**src/rtl/pattern_frame_sequencer.sv**
```systemverilog
// Frame timing and pattern-table sequencer: emits f_sync/sync per line and
// presents one table entry (Mode/constVal/X/Y) for the duration of each frame.
module pattern_frame_sequencer #(
    parameter int NUM_ENTRIES = 4,
    parameter int LINES       = 25,
    parameter int H_BLANK     = 8,
    parameter int V_BLANK     = 16,
    parameter int LEN_REGULAR = 4096,
    parameter int LEN_OTHER   = 1290
) (
    input  logic                           clk,
    input  logic                           rst_n,
    input  logic                           enable,
    input  logic                           loop,
    input  logic [$clog2(NUM_ENTRIES):0]   cfg_len,
    input  logic                           cfg_we,
    input  logic [$clog2(NUM_ENTRIES)-1:0] cfg_addr,
    input  logic [18:0]                    cfg_wdata,
    output logic                           f_sync,
    output logic                           sync,
    output logic [2:0]                     Mode,
    output logic [11:0]                    constVal,
    output logic [1:0]                     X,
    output logic [1:0]                     Y,
    output logic [$clog2(NUM_ENTRIES)-1:0] entry_idx,
    output logic [4:0]                     line_idx,
    output logic                           frame_done,
    output logic                           busy
);

    localparam int AW    = $clog2(NUM_ENTRIES);
    localparam int LW    = AW + 1;
    localparam int P_REG = LEN_REGULAR + 2 + H_BLANK;
    localparam int P_OTH = LEN_OTHER + 2 + H_BLANK;
    localparam int P_MAX = (P_REG > P_OTH) ? P_REG : P_OTH;
    localparam int T_MAX = (P_MAX > V_BLANK) ? P_MAX : V_BLANK;
    localparam int TW    = $clog2(T_MAX + 1);

    localparam logic [TW-1:0] LAST_REG  = TW'(P_REG - 2);
    localparam logic [TW-1:0] LAST_OTH  = TW'(P_OTH - 2);
    localparam logic [TW-1:0] VB_LAST   = TW'(V_BLANK - 1);
    localparam logic [4:0]    LAST_LINE = 5'(LINES - 1);
    localparam logic [LW-1:0] LEN_MAX   = LW'(NUM_ENTRIES);

    typedef enum logic [2:0] {IDLE, LATCH, SYNC, LINE, VBLANK} state_t;

    state_t        state_q, state_d;
    logic [AW-1:0] ptr_q, ptr_d;
    logic [LW-1:0] skip_q, skip_d;
    logic [TW-1:0] timer_q, timer_d;
    logic [4:0]    line_q, line_d;
    logic [2:0]    mode_q, mode_d;
    logic [11:0]   const_q, const_d;
    logic [1:0]    x_q, x_d;
    logic [1:0]    y_q, y_d;
    logic [AW-1:0] entry_q, entry_d;
    logic          frame_done_q, frame_done_d;

    logic [18:0]   tbl_q [NUM_ENTRIES];
    logic [18:0]   entry;
    logic [LW-1:0] len_eff;
    logic [LW-1:0] ptr_inc;
    logic [LW-1:0] skip_inc;
    logic          has_next;
    logic          entry_empty;
    logic [TW-1:0] line_last;
    logic          line_end;

    always_ff @(posedge clk or negedge rst_n) begin
        if (!rst_n) begin
            for (int i = 0; i < NUM_ENTRIES; i++) tbl_q[i] <= '0;
        end else if (cfg_we) begin
            tbl_q[cfg_addr] <= cfg_wdata;
        end
    end

    assign entry       = tbl_q[ptr_q];
    assign entry_empty = (entry[18:16] == 3'b000);
    assign len_eff     = (cfg_len > LEN_MAX) ? LEN_MAX : cfg_len;
    assign ptr_inc     = {1'b0, ptr_q} + LW'(1);
    assign skip_inc    = skip_q + LW'(1);
    assign has_next    = (ptr_inc < len_eff);
    assign line_last   = (mode_q == 3'b001) ? LAST_REG : LAST_OTH;
    assign line_end    = (timer_q == line_last);

    always_ff @(posedge clk or negedge rst_n) begin
        if (!rst_n) begin
            state_q      <= IDLE;
            ptr_q        <= '0;
            skip_q       <= '0;
            timer_q      <= '0;
            line_q       <= '0;
            mode_q       <= '0;
            const_q      <= '0;
            x_q          <= '0;
            y_q          <= '0;
            entry_q      <= '0;
            frame_done_q <= 1'b0;
        end else begin
            state_q      <= state_d;
            ptr_q        <= ptr_d;
            skip_q       <= skip_d;
            timer_q      <= timer_d;
            line_q       <= line_d;
            mode_q       <= mode_d;
            const_q      <= const_d;
            x_q          <= x_d;
            y_q          <= y_d;
            entry_q      <= entry_d;
            frame_done_q <= frame_done_d;
        end
    end

    // skip_q counts consecutive empty entries so an all-empty table cannot spin forever
    always_comb begin
        state_d = state_q;
        ptr_d   = ptr_q;
        skip_d  = skip_q;
        timer_d = timer_q;
        line_d  = line_q;
        unique case (state_q)
            IDLE: begin
                if (enable && (len_eff != '0)) begin
                    state_d = LATCH;
                    ptr_d   = '0;
                    skip_d  = '0;
                end
            end
            LATCH: begin
                if (entry_empty) begin
                    skip_d = skip_inc;
                    if (skip_inc >= len_eff) begin
                        state_d = IDLE;
                    end else if (has_next) begin
                        ptr_d = ptr_q + AW'(1);
                    end else if (loop) begin
                        ptr_d = '0;
                    end else begin
                        state_d = IDLE;
                    end
                end else begin
                    state_d = SYNC;
                    skip_d  = '0;
                    line_d  = '0;
                    timer_d = '0;
                end
            end
            SYNC: begin
                state_d = LINE;
                timer_d = '0;
            end
            LINE: begin
                if (line_end) begin
                    timer_d = '0;
                    if (line_q == LAST_LINE) begin
                        state_d = VBLANK;
                    end else begin
                        line_d  = line_q + 5'd1;
                        state_d = SYNC;
                    end
                end else begin
                    timer_d = timer_q + TW'(1);
                end
            end
            VBLANK: begin
                if (timer_q == VB_LAST) begin
                    timer_d = '0;
                    skip_d  = '0;
                    if (!enable) begin
                        state_d = IDLE;
                    end else if (has_next) begin
                        ptr_d   = ptr_q + AW'(1);
                        state_d = LATCH;
                    end else if (loop) begin
                        ptr_d   = '0;
                        state_d = LATCH;
                    end else begin
                        state_d = IDLE;
                    end
                end else begin
                    timer_d = timer_q + TW'(1);
                end
            end
            default: state_d = IDLE;
        endcase
    end

    always_comb begin
        mode_d       = mode_q;
        const_d      = const_q;
        x_d          = x_q;
        y_d          = y_q;
        entry_d      = entry_q;
        frame_done_d = (state_q == LINE) && line_end && (line_q == LAST_LINE);
        if ((state_q == LATCH) && !entry_empty) begin
            mode_d  = entry[18:16];
            x_d     = entry[15:14];
            y_d     = entry[13:12];
            const_d = entry[11:0];
            entry_d = ptr_q;
        end
        sync   = (state_q == SYNC);
        f_sync = (state_q == SYNC) && (line_q == 5'd0);
        busy   = (state_q != IDLE);
    end

    assign Mode       = mode_q;
    assign constVal   = const_q;
    assign X          = x_q;
    assign Y          = y_q;
    assign entry_idx  = entry_q;
    assign line_idx   = line_q;
    assign frame_done = frame_done_q;

endmodule

```
**config.mk**
```make
export PLATFORM = sky130hd
export DESIGN_NAME = pattern_frame_sequencer
export DESIGN_NICKNAME = d
export VERILOG_FILES = /design/src/rtl/pattern_frame_sequencer.sv
export SDC_FILE = /design/constraint.sdc
export NUM_CORES = 1
export LEC_CHECK = 0
export CELL_PAD_IN_SITES_DETAIL_PLACEMENT = 0
export CELL_PAD_IN_SITES_GLOBAL_PLACEMENT = 1
export CORE_MARGIN = 4
export CORE_UTILIZATION = 50
export CTS_CLUSTER_DIAMETER = 100
export CTS_CLUSTER_SIZE = 25
export DETAILED_ROUTE_END_ITERATION = 10
export PLACE_DENSITY = 0.88
export SYNTH_ARGS = -nofsm -noshare
export SYNTH_HDL_FRONTEND = slang
export SYNTH_SLANG_ARGS = --single-unit
```
**constraint.sdc**
```tcl
create_clock -name clk -period 3.6 [get_ports clk]
set_clock_uncertainty 0.15 [all_clocks]
set_input_delay 0.54 -clock clk [delete_from_list [all_inputs] [get_ports clk]]
set_output_delay 0.54 -clock clk [all_outputs]
set_load 0.05 [all_outputs]
```
## Word-level counts from Yosys, hierarchy flattened

Index checks and enable logic that the tools add are counted.

| storage, ports and cells | value |
|---|---|
| output and inout port bits | 30 |
| input port bits | 29 |
| logic and storage cells | 106 |
| bits in registers | 124 |

| operators by class | value |
|---|---|
| equal/unequal tests | 18 |
| magnitude comparators | 6 |
| reduce and logical (&&, ||, !) cells | 20 |
| mux-type cells | 40 |
| $add $sub $neg | 5 |
| bitwise logic cells | 2 |

Operators by type and width:

| kind | count |
|---|---|
| $bwmux 76 | 1 |
| $mux 19 | 3 |
| $mux 13 | 4 |
| $pmux 13 s4 | 1 |
| $bmux 19 s2 | 1 |
| $demux 19 s2 | 1 |
| $mux 3 | 12 |
| $ne 2x2->1 const B | 8 |
| $mux 5 | 3 |
| $pmux 3 s5 | 1 |
| $mux 2 | 7 |
| $add 13x1->13 const B | 1 |
| $eq 13x13->1 | 1 |
| $eq 13x4->1 const B | 1 |
| $pmux 5 s2 | 1 |
| $pmux 3 s3 | 1 |
| $reduce_bool 3->1 | 3 |
| $ne 4x4->1 const B | 2 |
| $eq 3x1->1 const B | 2 |
| $eq 3x2->1 const B | 2 |
| $ge 3x3->1 const B | 2 |
| $logic_and 1x1->1 | 6 |
| $logic_not 3->1 | 2 |
| $not 2->3 | 2 |
| 21 further kinds | 23 |

## Longest topological paths before layout

Gate-level depths: netlist of the first run.

| logic depth | value |
|---|---|
| word-level depth | 7 |
| mapped depth | 8 |
| gate-level depth less buffers | 8 |

## Worst setup path after synthesis of the first run

Ideal clock, no wire load.

| timing path | value |
|---|---|
| path kind | reg2out |
| start | register state_q[2] |
| end | output port f_sync |
| path slack | 0.837 ns |
| arrival time | 2.073 ns |
| path buffers | 1 |
| required time | 2.910 ns |
| cell stages (with the launch flop) | 5 |
| path through | dfrtp_1 -> clkbuf_1 -> nand2b_1 -> nor2_1 -> and4b_1 |

| on the way | value |
|---|---|
| longest elaborated chain between the ends | 2 |

Ends and longest elaborated chain:

| element | RTL line | source |
|---|---|---|
| start, declared | 47 | `state_t state_q, state_d;` |
| start signal, assigned | 100 | `state_q <= state_d;` |
| $eq 3x2->1 | n/a |  |
| named net sync | 20 | `output logic sync,` |
| $logic_and 1x1->1 | 203 | `f_sync = (state_q == SYNC) && (line_q == 5'd0);` |
| end, declared | 19 | `output logic f_sync,` |

The timed path passes the listed nets, and every way through them passes these cells.

## Worst setup path in the final report of the first run

| timing path | value |
|---|---|
| start | register state_q[2] |
| end | output port f_sync |

| on the way | value |
|---|---|
| longest elaborated chain between the ends | 2 |

Ends and longest elaborated chain:

| element | RTL line |
|---|---|
| $eq 3x2->1 | 203 |
| $logic_and 1x1->1 | 203 |

Every way passes these cells.

==> results.yml, run 1 <==
run_status:
  status: "finished clean"
floorplan:
  die_height_um: 116
  die_x_um: 116
  start_util_pct: 51.1
  row_count: 39
  dieArea_um2: 13500
  ios: 59
  core_area_um2: 11400
final_layout:
  fin_nets: 548
  drive_gt1_share_pct: 31.5
  fin_util_pct: 63.4
  n_fill_cell: 878
  regArea_um2: 3100
  design_area_um2: 7240
  antennaDiodeCount: 0
  syn_to_final_growth_pct: 24.1
  multi_input_area_um2: 2620
clocking:
  cts_setup_buffers: 0
  clk_latency_ns: 0.41
  clockBufferDepth: 2
  cts_root_buffer: "clkbuf_16"
  clkSinkCount: 124
  cts_tree: "built"
  cts_buffers: 17
  clk_pin_slew_ns: 0.06
  ctsResizeCount: 0
  htreeDepth: 4
  hold_buffers: 0
sta:
  holdWs_ns: 0.0467
  worst_pin_slew_ns: 0.881
  max-slew-margin-rel_pct: 41.3
  finalHoldViolations: 0
  max_freq_mhz: 331
  rsz0062_at_grt: "false"
  finalSetupTns_ns: 0
  finalCriticalPeriod_ns: 3.02
  maxSlewViolCount: 0
  setup_violations: 0
  fin_crit_sh_pct: 83.9
setup_path:
  r2r-start: "timer_q[4]"
  start_kind: "flip-flop"
  critPathKind: "flip-flop to output pin"
  arrival_ns: 2.33
  slowest_delay_ns: 0.80
  end_kind: "output pin"
  critPathLaunch: "state_q[2]"
  worstPathCellList: "nand2b_1 > nor2_1 > and4b_1 > clkdlybuf4s50_1"
  slowest_stage: "clkdlybuf4s50_1"
  cp.required_ns: 2.91
  worst-r2r-cell-count: 6
  worstPathMaxFanout: 12
yosys:
  yosysTopAreaCellShare_pct: 53.2
  synth_most_common_cell: "dfrtp_1"
  synth_fa_ha_area_share_pct: 2.15
  async_flop_share_pct: 100
  synth_xor_area_share_pct: 0.601
  synth_seq_cells: 124
  synth-edff-count: 0
  synth_common_cells: "124 x dfrtp_1, 96 x mux2_2, 29 x nand2_1"
  synthDistinctLibCells: 45
  synthFlopType: "dfrtp_1"
  synth-simple-area-share_pct: 9.85
  synth-compound-area-share_pct: 6.33
  ys_warn_count: 0
  synthMuxAreaShare_pct: 25.9
  synth.area.top_cells: "dfrtp_1 53%, mux2_2 19%, mux4_2 7.3%"
  syn_avg_cell_area_um2: 13.2
  yosysTopAreaCell: "dfrtp_1"
  syn_nets: 482
  synthCells: 443
  synth_area_um2: 5830
  synth_top_family_by_area: "multiplexers"
  ys_seq_area_share_pct: 53.2
route:
  routed_wl_um: 12100
  ant_nets: 0
  drc: 0
  num_vias: 3851
  first_pass_iters: 4
  viasPerCell: 5.80
  wl_per_cell_um: 18.3
  drt-initial-drc-count: 196
power_and_ir_drop:
  powerDensity_nw_per_um2: 810
  vdd_drop_max_uv: 662
  leakagePower_nw: 3.12
global_routing:
  grt_use_met1_pct: 25.1
  grt_max_degree: 63
  grt_usage_pct: 19.7
  grt_antenna_before_repair: 0
  grt_pass1_vias: 4122
  overflow: 0
  grt_first_pass_wirelength_um: 20300
  grt_use_met2_pct: 32.6
  met3_usage_pct: 5.43
  grt-busiest-layer: "met2"
job:
  maxCapViolCount: 0
place:
  dp_hpwl_um: 8100
  io_buffer_count: 58
  dpl_cell_area_um2: 6590
  gp_congestion: 0.821
worst_hold_path:
  min_path_type: "primary input to asynchronous set/reset pin"
==> through the flow <==
stage / setup WS, ns / power [mW] / instances
finish: 0.580 / 5.86 / 664
CTS: 0.550 / 5.92 / 664
global route: 0.449 / 6.16 / 664
floorplan: 0.837 / 3.41 / 443
detailed placement: 0.782 / 4.06 / 633
global placement: 0.842 / 3.98 / 633
==> cells by family after synthesis <==
group / Yosys count
XOR/XNOR: 4
AO/OA/AOI/OAI: 53
buffers and inverters: 30
multiplexers: 115
adder cells (fa/ha/maj): 10
AND/OR/NAND/NOR: 107
flip-flops: 124
==> worst paths after layout <==
| check | end | slack (ns) |
|---|---|---|
| min in group clk | tbl_q[19] | 0.35 |
| worst min register to register | tbl_q[19] | 0.35 |
| worst min-delay path | line_idx[4] | 0.05 |
| worst max-delay path | f_sync | 0.58 |
| max in group asynchronous | tbl_q[40] | 2.33 |
| worst max register to register | state_q[0] | 0.80 |
==> cells in the final DEF (no fill, tap or decap), types with 11 or more instances in the layout <==
master and n:
buf_4 13, clkbuf_16 17, clkdlybuf4s50_1 57, dfrtp_1 124
mux2_2 96, mux4_2 19, nand2_1 29, nand3_1 13
nor2_1 15, o21ai_0 11
==> layer usage <==
metal,routed length [um],up-vias,part of all wire (%)
li1,-,1780,-
met1,5330,1976,44
met2,6150,80,51
met3,454,15,3.7
met4,188,0,1.6
met5,0,-,0
==> flip-flops by register name (all words and copies together), names as in the netlist <==
| register | count |
|---|---|
| state_q | 3 |
| X | 2 |
| timer_q | 13 |
| Y | 2 |
| line_idx | 5 |
| frame_done | 1 |
| skip_q | 3 |
| tbl_q | 76 |
| entry_idx | 2 |
| Mode | 3 |
| constVal | 12 |
| ptr_q | 2 |
==> report_power, final <==
group | switching [mW] | internal (mW)
logic | 1.15 | 0.902
registers | 0.243 | 1.72
clock network | 0.615 | 1.23
total | 2.01 | 3.85
==> worst max-delay path, delay by kind of cell (launching register included) <==
family | cells | cell delay (ns)
simple gates | 3 | 0.62
buf+inv | 1 | 0.80
flops | 1 | 0.50
==> final cells by class <==
class / instances / share of cell area, %
clock buffers: 22 / 6.69
clock inverters: 9 / 2.20
inverters: 7 / 0.363
multi-input cells: 289 / 36.2
flip-flops and latches: 124 / 42.9
well taps: 143 / 2.47
repair buffers: 70 / 9.23
Note: power is estimated with default switching activity, not from simulation.
==> run 2: changes to the inputs <==
--- a/config.mk
+++ b/config.mk
@@ -8,11 +8,11 @@
 export CELL_PAD_IN_SITES_DETAIL_PLACEMENT = 0
 export CELL_PAD_IN_SITES_GLOBAL_PLACEMENT = 1
 export CORE_MARGIN = 4
-export CORE_UTILIZATION = 50
+export CORE_UTILIZATION = 47
 export CTS_CLUSTER_DIAMETER = 100
 export CTS_CLUSTER_SIZE = 25
 export DETAILED_ROUTE_END_ITERATION = 10
-export PLACE_DENSITY = 0.88
+export PLACE_DENSITY = 0.84
 export SYNTH_ARGS = -nofsm -noshare
 export SYNTH_HDL_FRONTEND = slang
 export SYNTH_SLANG_ARGS = --single-unit
==> constraint.sdc (replaced) <==
create_clock -name clk -period 3.1 [get_ports clk]
set_clock_uncertainty 0.15 [all_clocks]
set_input_delay 0.465 -clock clk [delete_from_list [all_inputs] [get_ports clk]]
set_output_delay 0.465 -clock clk [all_outputs]
set_load 0.05 [all_outputs]
==> run 2 against run 1 <==
Wire length is 2.1% lower. Register-to-register slack got worse by 0.30 ns. Global-route usage shrank 1.9 points. Count of clock-buffer cells in the layout decreased by 2. Sequential power grew 15%. Total power up 12%. Hold slack better by 0.30 ns. Cell count up 4.4%. Via count grew 0.42%. Worst setup slack got worse by 0.40 ns. Non-clock buffer count is 3 higher.
==> results.yml, run 2 (synthesis results as in run 1) <==
clocking:
  htreeDepth: 4
  hold_buffers: 1
  cts_setup_buffers: 0
  clockBufferDepth: 2
  cts_root_buffer: "clkbuf_16"
  clk_pin_slew_ns: 0.05
  ctsResizeCount: 0
  cts_tree: "built"
  clkSinkCount: 124
  clk_latency_ns: 0.42
  cts_buffers: 17
power_and_ir_drop:
  seqPwrFrac_pct: 34.5
  finalPower_mw: 6.54
  clock_power_share_pct: 28.7
  powerDensity_nw_per_um2: 905
  swShare_pct: 35.5
  p_switching_mw: 2.32
  vdd_drop_max_uv: 734
  internal-power_mw: 4.22
  p_comb_share_pct: 36.7
  leakagePower_nw: 3.11
sta:
  finalCriticalPeriod_ns: 2.92
  fin_crit_sh_pct: 94.2
  max-slew-margin-rel_pct: 48.2
  setup_violations: 0
  finalHoldViolations: 0
  maxSlewViolCount: 0
  max_freq_mhz: 342
  finalSetupTns_ns: 0
  worst_pin_slew_ns: 0.777
  holdWs_ns: 0.348
  rsz0062_at_grt: "false"
job:
  maxCapViolCount: 0
final_layout:
  regMostFlops: "tbl_q"
  drive_gt1_share_pct: 31.8
  largest_register_ffs: 76
  fin_util_pct: 59.9
  n_fill_cell: 951
  antennaDiodeCount: 0
  fin_nets: 551
  layout_commonest_cell: "dfrtp_1"
  syn_to_final_growth_pct: 24.0
  layout_common_cells: "124 x dfrtp_1, 96 x mux2_2, 57 x clkdlybuf4s50_1, 29 x nand2_1, 19 x mux4_2"
worst_hold_path:
  min_path_type: "flip-flop to flip-flop"
route:
  drt-met1-wl_um: 5130
  wl_met3_um: 505
  ant_nets: 0
  wl_per_cell_um: 17.1
  routed_wl_um: 11900
  top_layer_used: "met4"
  route.met2.wl_um: 6140
  first_pass_iters: 4
  drt-initial-drc-count: 192
  viasPerCell: 5.58
  drc: 0
  num_vias: 3867
floorplan:
  dieArea_um2: 14300
  row_count: 40
  core_area_um2: 12100
  start_util_pct: 48.4
  die_x_um: 119
  ios: 59
  die_height_um: 119
global_routing:
  grt_antenna_before_repair: 0
  overflow: 0
  grt_max_degree: 65
  grt_pass1_vias: 4017
  grt_usage_pct: 17.8
  grt_first_pass_wirelength_um: 20200
place:
  gp_congestion: 0.833
  io_buffer_count: 58
  dp_hpwl_um: 7900
setup_path:
  arrival_ns: 2.31
  critPathKind: "flip-flop to output pin"
  start_kind: "flip-flop"
  cp.required_ns: 2.48
  worstPathMaxFanout: 12
  end_kind: "output pin"
run_status:
  status: "finished clean"
[run 2: per-stage QoR]
| stage | area [um^2] | instances | worst slack [ns] |
|---|---|---|---|
| floorplan | 5830 | 443 | 0.412 |
| global placement | 6650 | 660 | 0.422 |
| detailed placement | 6650 | 660 | 0.341 |
| CTS | 7230 | 693 | 0.159 |
| global route | 7230 | 693 | 0.0583 |
| finish | 7230 | 693 | 0.180 |
[run 2: power groups by stage]
stage / combinational, mW / clock, mW / sequential [mW]
detailed placement: 2.43 / 0 / 2.29
global placement: 2.39 / 0 / 2.26
floorplan: 1.27 / 0 / 2.69
CTS: 2.44 / 1.93 / 2.26
global route: 2.58 / 2.00 / 2.32
finish: 2.40 / 1.88 / 2.26
[run 2: layout make-up]
class	instances	area [um^2]	share of cell area, %
repair buffers	73	706	9.76
multi-input cells	289	2620	36.2
inverters	7	26.3	0.363
clock buffers	20	457	6.32
flip-flops and latches	124	3100	42.9
well taps	168	210	2.91
clock inverters	12	111	1.54
[run 2: metal layers]
layer / track usage, % / vias up
met3: 4.99 / 9
met5: 0 / -
met2: 30.4 / 86
li1: - / 1794
met1: 22.1 / 1978
met4: 5.37 / 0
[run 2: worst paths after layout]
check	endpoint	startpoint	cells after the start	slack [ns]
worst max-delay path	f_sync	state_q[2]	4	0.18
worst min-delay path	skip_q[1]	skip_q[1]	1	0.35
worst max register to register	line_idx[4]	timer_q[4]	5	0.50
worst min register to register	skip_q[1]	skip_q[1]	1	0.35
max in group asynchronous	tbl_q[72]	rst_n	3	1.39
min in group asynchronous	constVal[3]	rst_n	2	0.57
[run 2: worst max-delay path, cell delays in order, from the launching register on]
cell and delay [ns]:
dfrtp_1 0.50, nand2b_1 0.25, nor2_1 0.16, and4b_1 0.20
clkdlybuf4s50_1 0.79
==> run 3: changes to the inputs <==
--- a/config.mk
+++ b/config.mk
@@ -9,10 +9,10 @@
 export CELL_PAD_IN_SITES_GLOBAL_PLACEMENT = 1
 export CORE_MARGIN = 4
 export CORE_UTILIZATION = 47
-export CTS_CLUSTER_DIAMETER = 100
 export CTS_CLUSTER_SIZE = 25
 export DETAILED_ROUTE_END_ITERATION = 10
 export PLACE_DENSITY = 0.84
+export SLEW_MARGIN = 30
 export SYNTH_ARGS = -nofsm -noshare
 export SYNTH_HDL_FRONTEND = slang
 export SYNTH_SLANG_ARGS = --single-unit
==> results of run 3 <==
Final layout, timing and power as in run 2 (identical DEF).
